## src/rtl/instr_prefetch_queue_pkg.sv

```systemverilog
// instr_prefetch_queue_pkg: shared constants and the queue entry layout for the fetch front-end
package instr_prefetch_queue_pkg;
    localparam logic [31:0] NOP_INSTR = 32'h0;
    localparam logic [31:0] PC_STEP = 32'd4;
    localparam logic [31:0] DEFAULT_RESET_PC = 32'h0;
    typedef struct packed {
        logic [31:0] pc_plus4;
        logic [31:0] instr;
    } fetch_entry_t;
endpackage

```

## src/rtl/instr_prefetch_queue_fetch_fifo.sv

```systemverilog
// instr_prefetch_queue_fetch_fifo: synchronous 64-bit FIFO with flush, holding fetched {pc+4, instr} pairs
module instr_prefetch_queue_fetch_fifo #(
    parameter int DEPTH = 4
) (
    input  logic                       clk_i,
    input  logic                       rst_i,
    input  logic                       push,
    input  logic                       pop,
    input  logic                       flush,
    input  logic [63:0]                wdata,
    output logic [63:0]                rdata,
    output logic                       full,
    output logic                       empty,
    output logic [$clog2(DEPTH+1)-1:0] count
);
    localparam int AW = $clog2(DEPTH);
    localparam int CW = $clog2(DEPTH + 1);
    logic [63:0]   mem [DEPTH];
    logic [AW-1:0] wr_ptr, rd_ptr;
    logic          do_push, do_pop;
    assign full    = count == CW'(DEPTH);
    assign empty   = count == '0;
    assign do_push = push && !full;
    assign do_pop  = pop && !empty;
    assign rdata   = mem[rd_ptr];
    always_ff @(posedge clk_i or negedge rst_i)
        if (!rst_i) begin
            wr_ptr <= '0;
            rd_ptr <= '0;
            count  <= '0;
        end else if (flush) begin
            wr_ptr <= '0;
            rd_ptr <= '0;
            count  <= '0;
        end else begin
            wr_ptr <= wr_ptr + AW'(do_push);
            rd_ptr <= rd_ptr + AW'(do_pop);
            count  <= count + CW'(do_push) - CW'(do_pop);
        end
    // Storage needs no reset: the head is only observed when the FIFO is non-empty.
    always_ff @(posedge clk_i)
        if (do_push && !flush) mem[wr_ptr] <= wdata;
endmodule

```

## src/rtl/instr_prefetch_queue.sv

```systemverilog
// instr_prefetch_queue: fetch PC owner issuing single-outstanding imem requests into a prefetch FIFO
module instr_prefetch_queue
    import instr_prefetch_queue_pkg::*;
#(
    parameter int          DEPTH    = 4,
    parameter logic [31:0] RESET_PC = DEFAULT_RESET_PC
) (
    input  logic        clk_i,
    input  logic        rst_i,
    input  logic        redirect_i,
    input  logic [31:0] redirect_pc_i,
    input  logic        stall_i,
    output logic        imem_req_o,
    output logic [31:0] imem_addr_o,
    input  logic        imem_ack_i,
    input  logic [31:0] imem_data_i,
    output logic        instr_valid_o,
    output logic [31:0] instr_o,
    output logic [31:0] pc_plus4_o
);
    localparam int CW = $clog2(DEPTH + 1);
    logic [31:0]   fetch_pc, req_addr;
    logic          pending, drop, fire, push, pop, full, empty;
    logic [CW-1:0] count;
    logic [63:0]   head;
    fetch_entry_t  wentry;
    // Gating with rst_i keeps req low for the whole time reset is asserted.
    assign imem_req_o    = rst_i && (pending || (count < CW'(DEPTH) && !redirect_i));
    // An outstanding request keeps its original address even after a redirect moves fetch_pc.
    assign imem_addr_o   = pending ? req_addr : fetch_pc;
    assign fire          = imem_req_o && imem_ack_i;
    assign push          = fire && !drop && !redirect_i && !full;
    assign pop           = !empty && !stall_i;
    assign wentry        = '{pc_plus4: fetch_pc + PC_STEP, instr: imem_data_i};
    assign instr_valid_o = !empty;
    assign {pc_plus4_o, instr_o} = empty ? {32'h0, NOP_INSTR} : head;
    instr_prefetch_queue_fetch_fifo #(.DEPTH(DEPTH)) u_fifo (
        .clk_i (clk_i),
        .rst_i (rst_i),
        .push  (push),
        .pop   (pop),
        .flush (redirect_i),
        .wdata (wentry),
        .rdata (head),
        .full  (full),
        .empty (empty),
        .count (count)
    );
    always_ff @(posedge clk_i or negedge rst_i)
        if (!rst_i) begin
            fetch_pc <= RESET_PC;
            req_addr <= RESET_PC;
            pending  <= 1'b0;
            drop     <= 1'b0;
        end else begin
            fetch_pc <= redirect_i ? redirect_pc_i : push ? fetch_pc + PC_STEP : fetch_pc;
            req_addr <= imem_addr_o;
            pending  <= imem_req_o && !imem_ack_i;
            drop     <= !fire && (drop || (redirect_i && pending));
        end
endmodule

```

## config.mk

```make
export PLATFORM = sky130hd
export DESIGN_NAME = instr_prefetch_queue
export DESIGN_NICKNAME = d
export VERILOG_FILES = /design/src/rtl/instr_prefetch_queue_pkg.sv /design/src/rtl/instr_prefetch_queue_fetch_fifo.sv /design/src/rtl/instr_prefetch_queue.sv
export SDC_FILE = /design/constraint.sdc
export NUM_CORES = 1
export LEC_CHECK = 0
export ABC_AREA = 1
export CAP_MARGIN = 25
export CORE_AREA = 2 2 180 182
export DETAILED_ROUTE_END_ITERATION = 10
export DIE_AREA = 0 0 182 184
export GPL_ROUTABILITY_DRIVEN = 0
export PLACE_DENSITY = 0.66
export REMOVE_ABC_BUFFERS = 1
export SYNTH_ARGS = -nofsm -noshare
export SYNTH_HDL_FRONTEND = slang
export SYNTH_SLANG_ARGS = --single-unit
```

## constraint.sdc

```tcl
create_clock -name clk_i -period 7.75 [get_ports clk_i]
set_input_delay 1.55 -clock clk_i [delete_from_list [all_inputs] [get_ports clk_i]]
set_output_delay 1.55 -clock clk_i [all_outputs]
set_load 0.02 [all_outputs]
```

### Yosys cells after proc, flatten, opt, wreduce, memory -nomap -nowiden

Memories as Yosys holds them, arrays and structs flattened.
Index checks and enable logic that the tools add are counted.

| word-level totals | value |
|---|---|
| logic and storage cells | 48 |
| output and inout port bits | 98 |
| memory bits (writable) | 256 |
| input bits | 69 |
| register bits | 73 |
| memories | 1 |

Memories:

| name | words | bits a word | rd ports | clocked after memory_dff | wr ports | line | RTL |
|---|---|---|---|---|---|---|---|
| u_fifo.mem | 4 | 64 | 1 | 0 | 1 | instr_prefetch_queue_fetch_fifo.sv:18 | `logic [63:0] mem [DEPTH];` |

| cells by class | value |
|---|---|
| muxes and demuxes | 9 |
| $add $sub $neg | 5 |
| reduce and logical (&&, ||, !) cells | 24 |
| equal/unequal tests | 1 |
| magnitude comparators | 1 |

Operators by type and width:

| operator | count |
|---|---|
| 2-to-1 mux 32 bit | 3 |
| 2-to-1 mux 64 bit | 1 |
| adder 32 x 3 -> 32 bit, second input constant | 1 |
| logical AND 1 bit | 13 |
| logical NOT 1 bit | 7 |
| adder 2 x 1 -> 2 bit | 2 |
| 2-to-1 mux 2 bit | 2 |
| adder 3 x 1 -> 3 bit | 1 |
| equality test 3 bit, second input constant | 1 |
| logical NOT 3 bit | 1 |
| < comparator 3 bit, second input constant | 1 |
| 2-to-1 mux 3 bit | 1 |
| subtractor 3 x 1 -> 3 bit | 1 |
| logical OR 1 bit | 2 |
| 2-to-1 mux 1 bit | 2 |
| nonzero test 2 bit | 1 |

### Logic depth before layout (Yosys ltp)

Gate-level depths: netlist of the first run.

| depth | value |
|---|---|
| depth in word-level cells | 12 |
| gate-level depth with buffers | 13 |

### Modules after synthesis

From an unflattened synthesis of the first run, not the netlist that was laid out.

| second synthesis, totals | value |
|---|---|
| cell total of the unflattened synthesis | 1331 |
| area, all modules | 14091.0 sq um |

Modules (own cells, without submodules):

| module | area an instance (sq um) | cells an instance | instances | seq. area each (sq um) |
|---|---|---|---|---|
| instr_prefetch_queue_fetch_fifo | 9902.0 | 670 | 1 | 7862.5 |
| instr_prefetch_queue | 4189.0 | 661 | 1 | 1651.6 |

### Least setup slack after synthesis of the first run

OpenSTA, ideal clock, no wires.

| timing | value |
|---|---|
| path kind | input port to flip-flop |
| start | in redirect_i |
| end | mem u_fifo.mem[0][0] (enable) |
| arrival time | 6.748 ns |
| stages | 8 |
| setup slack | 0.437 ns |
| path buffers | 3 |
| library setup time | 0.565 ns |
| required time | 7.185 ns |
| path through | buf_6 -> clkinv_2 -> nand2_1 -> a21oi_4 -> nand3_2 -> buf_6 -> buf_6 -> nor3_1 |

| between the ends | value |
|---|---|
| word-level cells in the longest chain between the ends | 12 |

Ends and longest elaborated chain:

| element | line | RTL |
|---|---|---|
| from (decl) | instr_prefetch_queue.sv:10 | `input logic redirect_i,` |
| logical NOT 1 bit | instr_prefetch_queue.sv:28 | `assign imem_req_o = rst_i && (pending \|\| (count < CW'(DEPTH) && !redirect_i));` |
| logical AND 1 bit | instr_prefetch_queue.sv:28 |  |
| logical OR 1 bit | instr_prefetch_queue.sv:28 |  |
| logical AND 1 bit | instr_prefetch_queue.sv:28 |  |
| net imem_req_o | instr_prefetch_queue.sv:13 | `output logic imem_req_o,` |
| logical AND 1 bit | instr_prefetch_queue.sv:31 | `assign fire = imem_req_o && imem_ack_i;` |
| logical AND 1 bit (3 in a row) | instr_prefetch_queue.sv:32 | `assign push = fire && !drop && !redirect_i && !full;` |
| logical AND 1 bit | instr_prefetch_queue_fetch_fifo.sv:23 | `assign do_push = push && !full;` |
| logical AND 1 bit | instr_prefetch_queue_fetch_fifo.sv:42 | `if (do_push && !flush) mem[wr_ptr] <= wdata;` |
| 2-to-1 mux 1 bit | instr_prefetch_queue_fetch_fifo.sv:42 |  |
| 2-to-1 mux 1 bit (implied by the code) | instr_prefetch_queue_fetch_fifo.sv:42 |  |
| to (decl) | instr_prefetch_queue_fetch_fifo.sv:18 |  |

The timed path passes the listed nets, and every way through them passes these cells.

### Final worst setup path of the first run

| timing | value |
|---|---|
| start | in redirect_i |
| end | out imem_req_o |

| between the ends | value |
|---|---|
| word-level cells in the longest chain between the ends | 4 |

Ends and longest elaborated chain:

| element | line |
|---|---|
| logical NOT 1 bit | instr_prefetch_queue.sv:28 |
| logical AND 1 bit | instr_prefetch_queue.sv:28 |
| logical OR 1 bit | instr_prefetch_queue.sv:28 |
| logical AND 1 bit | instr_prefetch_queue.sv:28 |
| to (decl) | instr_prefetch_queue.sv:13 |

Every way passes these cells.

==> results of run 1 <==
==> final cells by class <==
type	instances	area, sq um
Multi-Input combinational cell	857	3850
Inverter	75	284
Sequential cell	329	9520
Timing Repair Buffer	180	1790
Fill cell	2699	14300
Clock inverter	15	115
Tap cell	402	503
Clock buffer	48	988
==> layer usage <==
layer,wire length (microns),part of all wire,GRT usage
met2,15500,0.46,0.329
met5,0,0,0
met4,714,0.021,0.0561
met3,1890,0.056,0.0256
met1,15500,0.46,0.284
==> per-stage QoR <==
stage | instances | cell area [sq um]
finish | 1906 | 17100
global route | 1906 | 17100
CTS | 1905 | 17000
detailed placement | 1842 | 15900
global placement | 1841 | 15900
floorplan | 1261 | 13600
==> cell families (layout without fill, tap and decap cells) <==
kind of cell / after synthesis / after routing / share of synthesized area
flip-flops: 329 / 329 / 0.682
XOR/XNOR: 6 / 6 / 0.00377
AND/OR/NAND/NOR: 603 / 603 / 0.176
adder cells (fa/ha/maj): 6 / 6 / 0.00592
buffers and inverters: 144 / 318 / 0.0440
AO/OA/AOI/OAI: 242 / 242 / 0.0879
==> power groups by stage <==
stage               Sequential (uW)  Combinational (uW)  Clock, uW
floorplan                      2150                 911          0
global placement               2130                1800          0
global route                   2110                1980       1680
finish                         2100                1810       1580
detailed placement             2130                1820          0
CTS                            2100                1840       1610
==> cell usage in the layout, fill, tap and decap left out, types with 6 or more instances in the layout <==
master / instances
inv_1: 65
clkinv_1: 12
and2_1: 8
nand3_1: 56
nand2_1: 217
edfxtp_1: 256
nor2_1: 295
clkbuf_16: 38
a21oi_1: 66
clkinv_2: 6
buf_4: 13
nand3_2: 6
o21ai_0: 171
nor2_4: 6
clkdlybuf4s50_1: 164
dfrtp_1: 70
clkbuf_1: 10
==> sequential cells by signal (all words and copies together), names as in the netlist <==
name	count
drop	1
fetch_pc	32
pending	1
req_addr	32
u_fifo.count	3
u_fifo.mem	256
u_fifo.rd_ptr	2
u_fifo.wr_ptr	2
==> worst min path at each step <==
| stage | startpoint | endpoint | slack, ns | cells past startpoint |
|---|---|---|---|---|
| after floorplan | fetch_pc[0] | u_fifo.mem[0][32] | 0.48 | 0 |
| after detailed placement | req_addr[4] | req_addr[4] | 0.47 | 2 |
| after global routing | req_addr[10] | req_addr[10] | 0.52 | 2 |
| after CTS | req_addr[4] | req_addr[4] | 0.49 | 2 |
| final | req_addr[4] | req_addr[4] | 0.48 | 2 |
| after global placement | req_addr[4] | req_addr[4] | 0.47 | 2 |
==> worst min-delay path, cell delays in order (launching register included) <==
cell and delay (ns):
dfrtp_1 0.32, nand2_1 0.05, nand2_1 0.08
==> impl_summary.txt, run 1 <==
----------------------------------------------------
[Global route]
  Wire length of the first global-routing pass ... approximately 52000 microns
  Antenna violations before repair ... 0
  GRT Total Usage ... 0.201
  Largest net degree at the start of global routing ... 89
  Via count of the first global-routing pass ... about 9500
  Grt total ovfl ... 0

[Logic synthesis]
  Per-instance average area after synthesis ... around 10 sq um
  Number of standard cells after synthesis ... approximately 1300
  Dominant register cell in the synthesized netlist ... edfxtp_1
  Share of synthesized area occupied by flip-flops and latches ... 0.682
  Post-Syn Area ... approximately 14000 sq um
  Most numerous cell types in the synthesized netlist ... 296 x nor2_1, 256 x edfxtp_1, 217 x nand2_1
  Yosys Warn Count ... 0
  Proportion of register bits with asynchronous set or reset after synthesis ... 0.222
  Post-synthesis cell type count ... 32
  Number of flip-flops and latches in the synthesized netlist ... roughly 330
  Most common cell in the synthesized netlist ... nor2_1
  Cells taking the most area after synthesis ... edfxtp_1 55%, dfrtp_1 13%, nor2_1 8.0%, o21ai_0 6.1%, nand2_1 5.8%
  Count of flip-flops with a built-in enable after synthesis ... around 260
  Share of the synthesized area in the top cell type ... 0.551
  Most area-hungry cell type in the Yosys netlist ... edfxtp_1

[Route]
  Number of nets still failing antenna checks after routing ... 0
  1st-iter DRT viols ... between 700 and 800
  First-pass iteration count of the detailed router ... 5
  Detailed-route wire length per cell ... around 18 microns
  Detailed-route via count ... around 9800
  Number of design rule violations left after detail routing ... 0
  Via density per instance ... 5.15
  Final wirelength ... between 30000 and 40000 microns

[Cells and area]
  Growth of design area from synthesis to finish ... 22.2%
  Final #Nets ... around 1600
  Diodes inserted ... 0
  Final core utilization ... 0.543
  Fraction of final layout cells sized beyond drive strength 1 ... 0.0638

[Timing]
  Total setup violations reported at the end of the flow ... 0
  Minimum setup slack in the final design ... 2.48 ns
  Worst Skew ... between 0.01 and 0.015 ns
  Unrepaired setup endpoints after global routing ... no
  Period utilization ... 0.680
  Final sum of negative setup slack ... 0 ns
  Hold violation count in the final report ... 0
  Min Tclk post-route ... roughly 5.3 ns
  Achievable clock frequency ... approximately 190 MHz
  Number of max-slew violations in the final report ... 0
  Post-Route Hold Slack ... between 0.4 and 0.5 ns
  Transition at the pin with the smallest max-transition slack ... slightly below 1 ns
  Max-Slew Margin vs Limit ... 0.356

[Floorplan]
  Std cell rows ... 65
  Width of the die ... between 150 and 200 microns
  Effective utilization at floorplan ... 0.444
  Core area ... roughly 31000 sq um
  Full die area ... between 30000 and 40000 sq um
  Num ports ... between 150 and 200
  Die boundary height ... about 180 microns

[Setup path]
  Maximum fanout count along the critical path ... around 40
  Ordered cell list for the critical path ... buf_2, clkinv_2, nand2_1, a21oi_4, clkdlybuf4s50_1
  Critical path destination ... imem_req_o
  Reg-to-reg slack, setup ... 4.11 ns
  Critical path's top delay family ... buffers and inverters
  Critical Path Sink Type ... primary output
  Register-to-Register Path Depth ... 5
  WP data arrival ... 3.72 ns
  Terminus of the critical flop-to-flop path ... u_fifo.mem[1][27]
  Buffers & Inverters on Critical Path ... 3
  Number of stages on the worst setup path ... 5
  Origin of the worst setup path ... redirect_i
  Delay contributed by the slowest stage of the critical path ... 0.61 ns
  Worst Setup Start Kind ... input port
  Worst reg2reg startpoint ... pending
  Required time reported for the critical path endpoint ... 6.20 ns
  Critical path class ... input port to primary output
  Crit-path slowest cell ... clkinv_2

[Clock network]
  Post-CTS Setup Repair Bufs ... 0
  H-tree levels ... 2
  Total clock sinks ... between 300 and 400
  CTS clk-pin slew, worst paths ... 0.05 ns
  TritonCTS buffer count ... 36
  Count of instances resized after the clock tree is built ... 0
  Quantity of hold-fixing buffers added after cts ... 0
  CTS tree ... yes
  Clock insertion delay at the later pin of the skew report ... between 0.5 and 0.6 ns
  Clk buf depth ... 3
  Root buf cell ... clkbuf_16

[Power]
  Leak ... between 0.006 and 0.007 uW
  Internal portion of total power ... 3620 uW
  Total power per unit cell area ... approximately 320 nW/um^2
  Register share of total power ... 0.382
  Switching power as a share of total power ... 0.340
  Clock network fraction of design power ... 0.289
  Overall power consumption ... approximately 5500 uW
  Part of the total power dissipated in combinational logic ... 0.330
  Net switching component of the power ... ~1900 uW
  Max rail drop VDD ... roughly 190 uV

[Placed design]
  Detail Placement HPWL ... a little over 20000 microns
  IO buf count ... around 170
  Worst setup slack after placement ... between 2 and 2.5 ns

[Run status]
  Outcome ... finished, final reports clean

[Min path]
  HP Class ... register to register

[Flow run]
  Max-cap violation count ... 0

----------------------------------------------------
Note: power is estimated with default switching activity, not from simulation.
==> run 2, diff against run 1 <==
==> constraint.sdc (replaced) <==
create_clock -name clk_i -period 5.1 [get_ports clk_i]
set_input_delay 1.02 -clock clk_i [delete_from_list [all_inputs] [get_ports clk_i]]
set_output_delay 1.02 -clock clk_i [all_outputs]
set_load 0.02 [all_outputs]
==> impl_summary.txt, run 2 (synthesis results as in run 1) <==
----------------------------------------------------
[Run status]
  Outcome ... finished, final reports clean

[Route]
  Number of nets still failing antenna checks after routing ... 0
  Detailed-route via count ... about 9900
  Detailed-route wire length per cell ... between 15 and 20 microns
  Via density per instance ... a little over 5
  First-pass iteration count of the detailed router ... 5
  Number of design rule violations left after detail routing ... 0
  Final wirelength ... 34100 microns
  1st-iter DRT viols ... approximately 870

[Floorplan]
  Std cell rows ... 65
  Die boundary height ... between 150 and 200 microns
  Core area ... roughly 31000 sq um
  Effective utilization at floorplan ... 0.444
  Width of the die ... 182 microns
  Full die area ... 33500 sq um
  Num ports ... between 150 and 200

[Cells and area]
  Top library cells by usage in the layout, fill and taps aside ... 295 x nor2_1, 256 x edfxtp_1, 217 x nand2_1
  Final #Nets ... between 1500 and 2000
  Final Non-Filler Cells ... 1913
  Largest Register ... u_fifo.mem
  Diodes inserted ... 0
  Number of fillers in the final layout ... 2666
  Max FFs per register ... roughly 260
  Growth of design area from synthesis to finish ... 23.1%
  Largest registers in the final layout ... u_fifo.mem: 256 flops, fetch_pc: 32 flops, req_addr: 32 flops
  Register Area ... 9520 sq um
  Area of combinational cells with multiple inputs ... 3850 sq um
  Most common cell after layout, fill and taps aside ... nor2_1
  Fraction of final layout cells sized beyond drive strength 1 ... 0.0708

[Min path]
  HP Class ... input port to asynchronous set/reset pin

[Timing]
  Min Tclk post-route ... around 4.3 ns
  Total setup violations reported at the end of the flow ... 0
  Worst Skew ... ~0.012 ns
  Number of max-slew violations in the final report ... 0
  Period utilization ... 0.839
  Transition at the pin with the smallest max-transition slack ... 0.992 ns
  Max-Slew Margin vs Limit ... 0.339
  Unrepaired setup endpoints after global routing ... no
  Achievable clock frequency ... 234 MHz
  Hold violation count in the final report ... 0
  Post-Route Hold Slack ... about 0.41 ns

[Placed design]
  Count of placed standard cells including taps ... 1850
  IO buf count ... around 170
  Detail Placement HPWL ... roughly 21000 microns

[Setup path]
  Worst reg2reg startpoint ... pending
  Critical path class ... register to primary output
  Maximum fanout count along the critical path ... 44
  Ordered cell list for the critical path ... inv_2, buf_4, nor2_1, o21ai_1, a21oi_1, clkdlybuf4s50_1
  Required time reported for the critical path endpoint ... ~4 ns
  Terminus of the critical flop-to-flop path ... u_fifo.count[2]
  Crit-path slowest cell ... dfrtp_2
  Delay contributed by the slowest stage of the critical path ... 0.75 ns
  Critical Path Sink Type ... primary output
  Worst Setup Start Kind ... register
  Reg-to-reg slack, setup ... between 1.5 and 2 ns
  WP data arrival ... around 3.3 ns
  Register-to-Register Path Depth ... 10

[Global route]
  Wire length of the first global-routing pass ... around 53000 microns
  Via count of the first global-routing pass ... approximately 9700
  Grt total ovfl ... 0
  GRT Total Usage ... 0.206
  Antenna violations before repair ... 0
  Largest net degree at the start of global routing ... between 80 and 90

[Power]
  Register share of total power ... 0.376
  Part of the total power dissipated in combinational logic ... 0.314
  Switching power as a share of total power ... 0.329
  Internal portion of total power ... roughly 5700 uW
  Max rail drop VDD ... approximately 300 uV
  Net switching component of the power ... 2810 uW
  Total power per unit cell area ... about 500 nW/um^2
  Overall power consumption ... 8530 uW
  Leak ... about 0.0063 uW
  Clock network fraction of design power ... 0.310

[Clock network]
  Clock insertion delay at the later pin of the skew report ... ~0.51 ns
  Quantity of hold-fixing buffers added after cts ... 0
  CTS tree ... yes
  Root buf cell ... clkbuf_16
  Count of instances resized after the clock tree is built ... 0
  Post-CTS Setup Repair Bufs ... 0
  H-tree levels ... 2
  Total clock sinks ... approximately 330
  Clk buf depth ... 3
  CTS clk-pin slew, worst paths ... 0.07 ns
  TritonCTS buffer count ... 35

[Flow run]
  Max-cap violation count ... 0

----------------------------------------------------
-- run 2: layout make-up --
type | count | share of cell area
timing repair buffer | 187 | 0.106
inverter | 75 | 0.0165
sequential | 329 | 0.554
multi-input combinational | 857 | 0.224
tap | 402 | 0.0293
clock buffer | 43 | 0.0552
clock inverter | 20 | 0.0149
-- run 2: per-layer routing --
metal | vias to the layer above | GRT usage | wire length (microns)
li1 | 4798 | - | -
met1 | 4745 | 0.278 | 15000
met2 | 280 | 0.347 | 16500
met3 | 51 | 0.0333 | 1790
met4 | 0 | 0.0590 | 777
met5 | - | 0 | 0
-- run 2: stage by stage --
stage	util	worst slack (ns)	setup TNS (ns)	instance area (sq um)
after floorplan	-	-2.03	-519.17	13600
after global placement	0.509	1.42	0	16000
after detailed placement	0.509	1.35	0	16000
after CTS	0.547	0.817	0	17200
after global routing	0.547	0.690	0	17200
final	0.547	0.819	0	17200
-- run 2: worst max-delay path by stage --
stage	startpoint	end	slack, ns
finish	u_fifo.rd_ptr[1]	pc_plus4_o[29]	0.82
global route	u_fifo.rd_ptr[1]	instr_o[19]	0.69
CTS	u_fifo.rd_ptr[1]	pc_plus4_o[29]	0.82
detailed placement	redirect_i	u_fifo.count[2]	1.35
global placement	u_fifo.rd_ptr[1]	pc_plus4_o[16]	1.42
floorplan	pending	u_fifo.mem[0][0]	-2.03
-- run 2: critical path, delay by kind of cell (launching register included) --
| family | cells | cell delay [ns] |
|---|---|---|
| buffers and inverters | 3 | 1.49 |
| DFF | 1 | 0.75 |
| and+or+nand+nor | 1 | 0.16 |
| AOI/OAI and AO/OA | 2 | 0.34 |
-- run 2: power groups by stage --
stage / Combinational (uW) / Clock, uW / Sequential [uW]
global placement: 2680 / 0 / 3260
detailed placement: 2700 / 0 / 3260
finish: 2670 / 2650 / 3210
global route: 2920 / 2820 / 3230
CTS: 2710 / 2690 / 3210
floorplan: 1380 / 0 / 3270
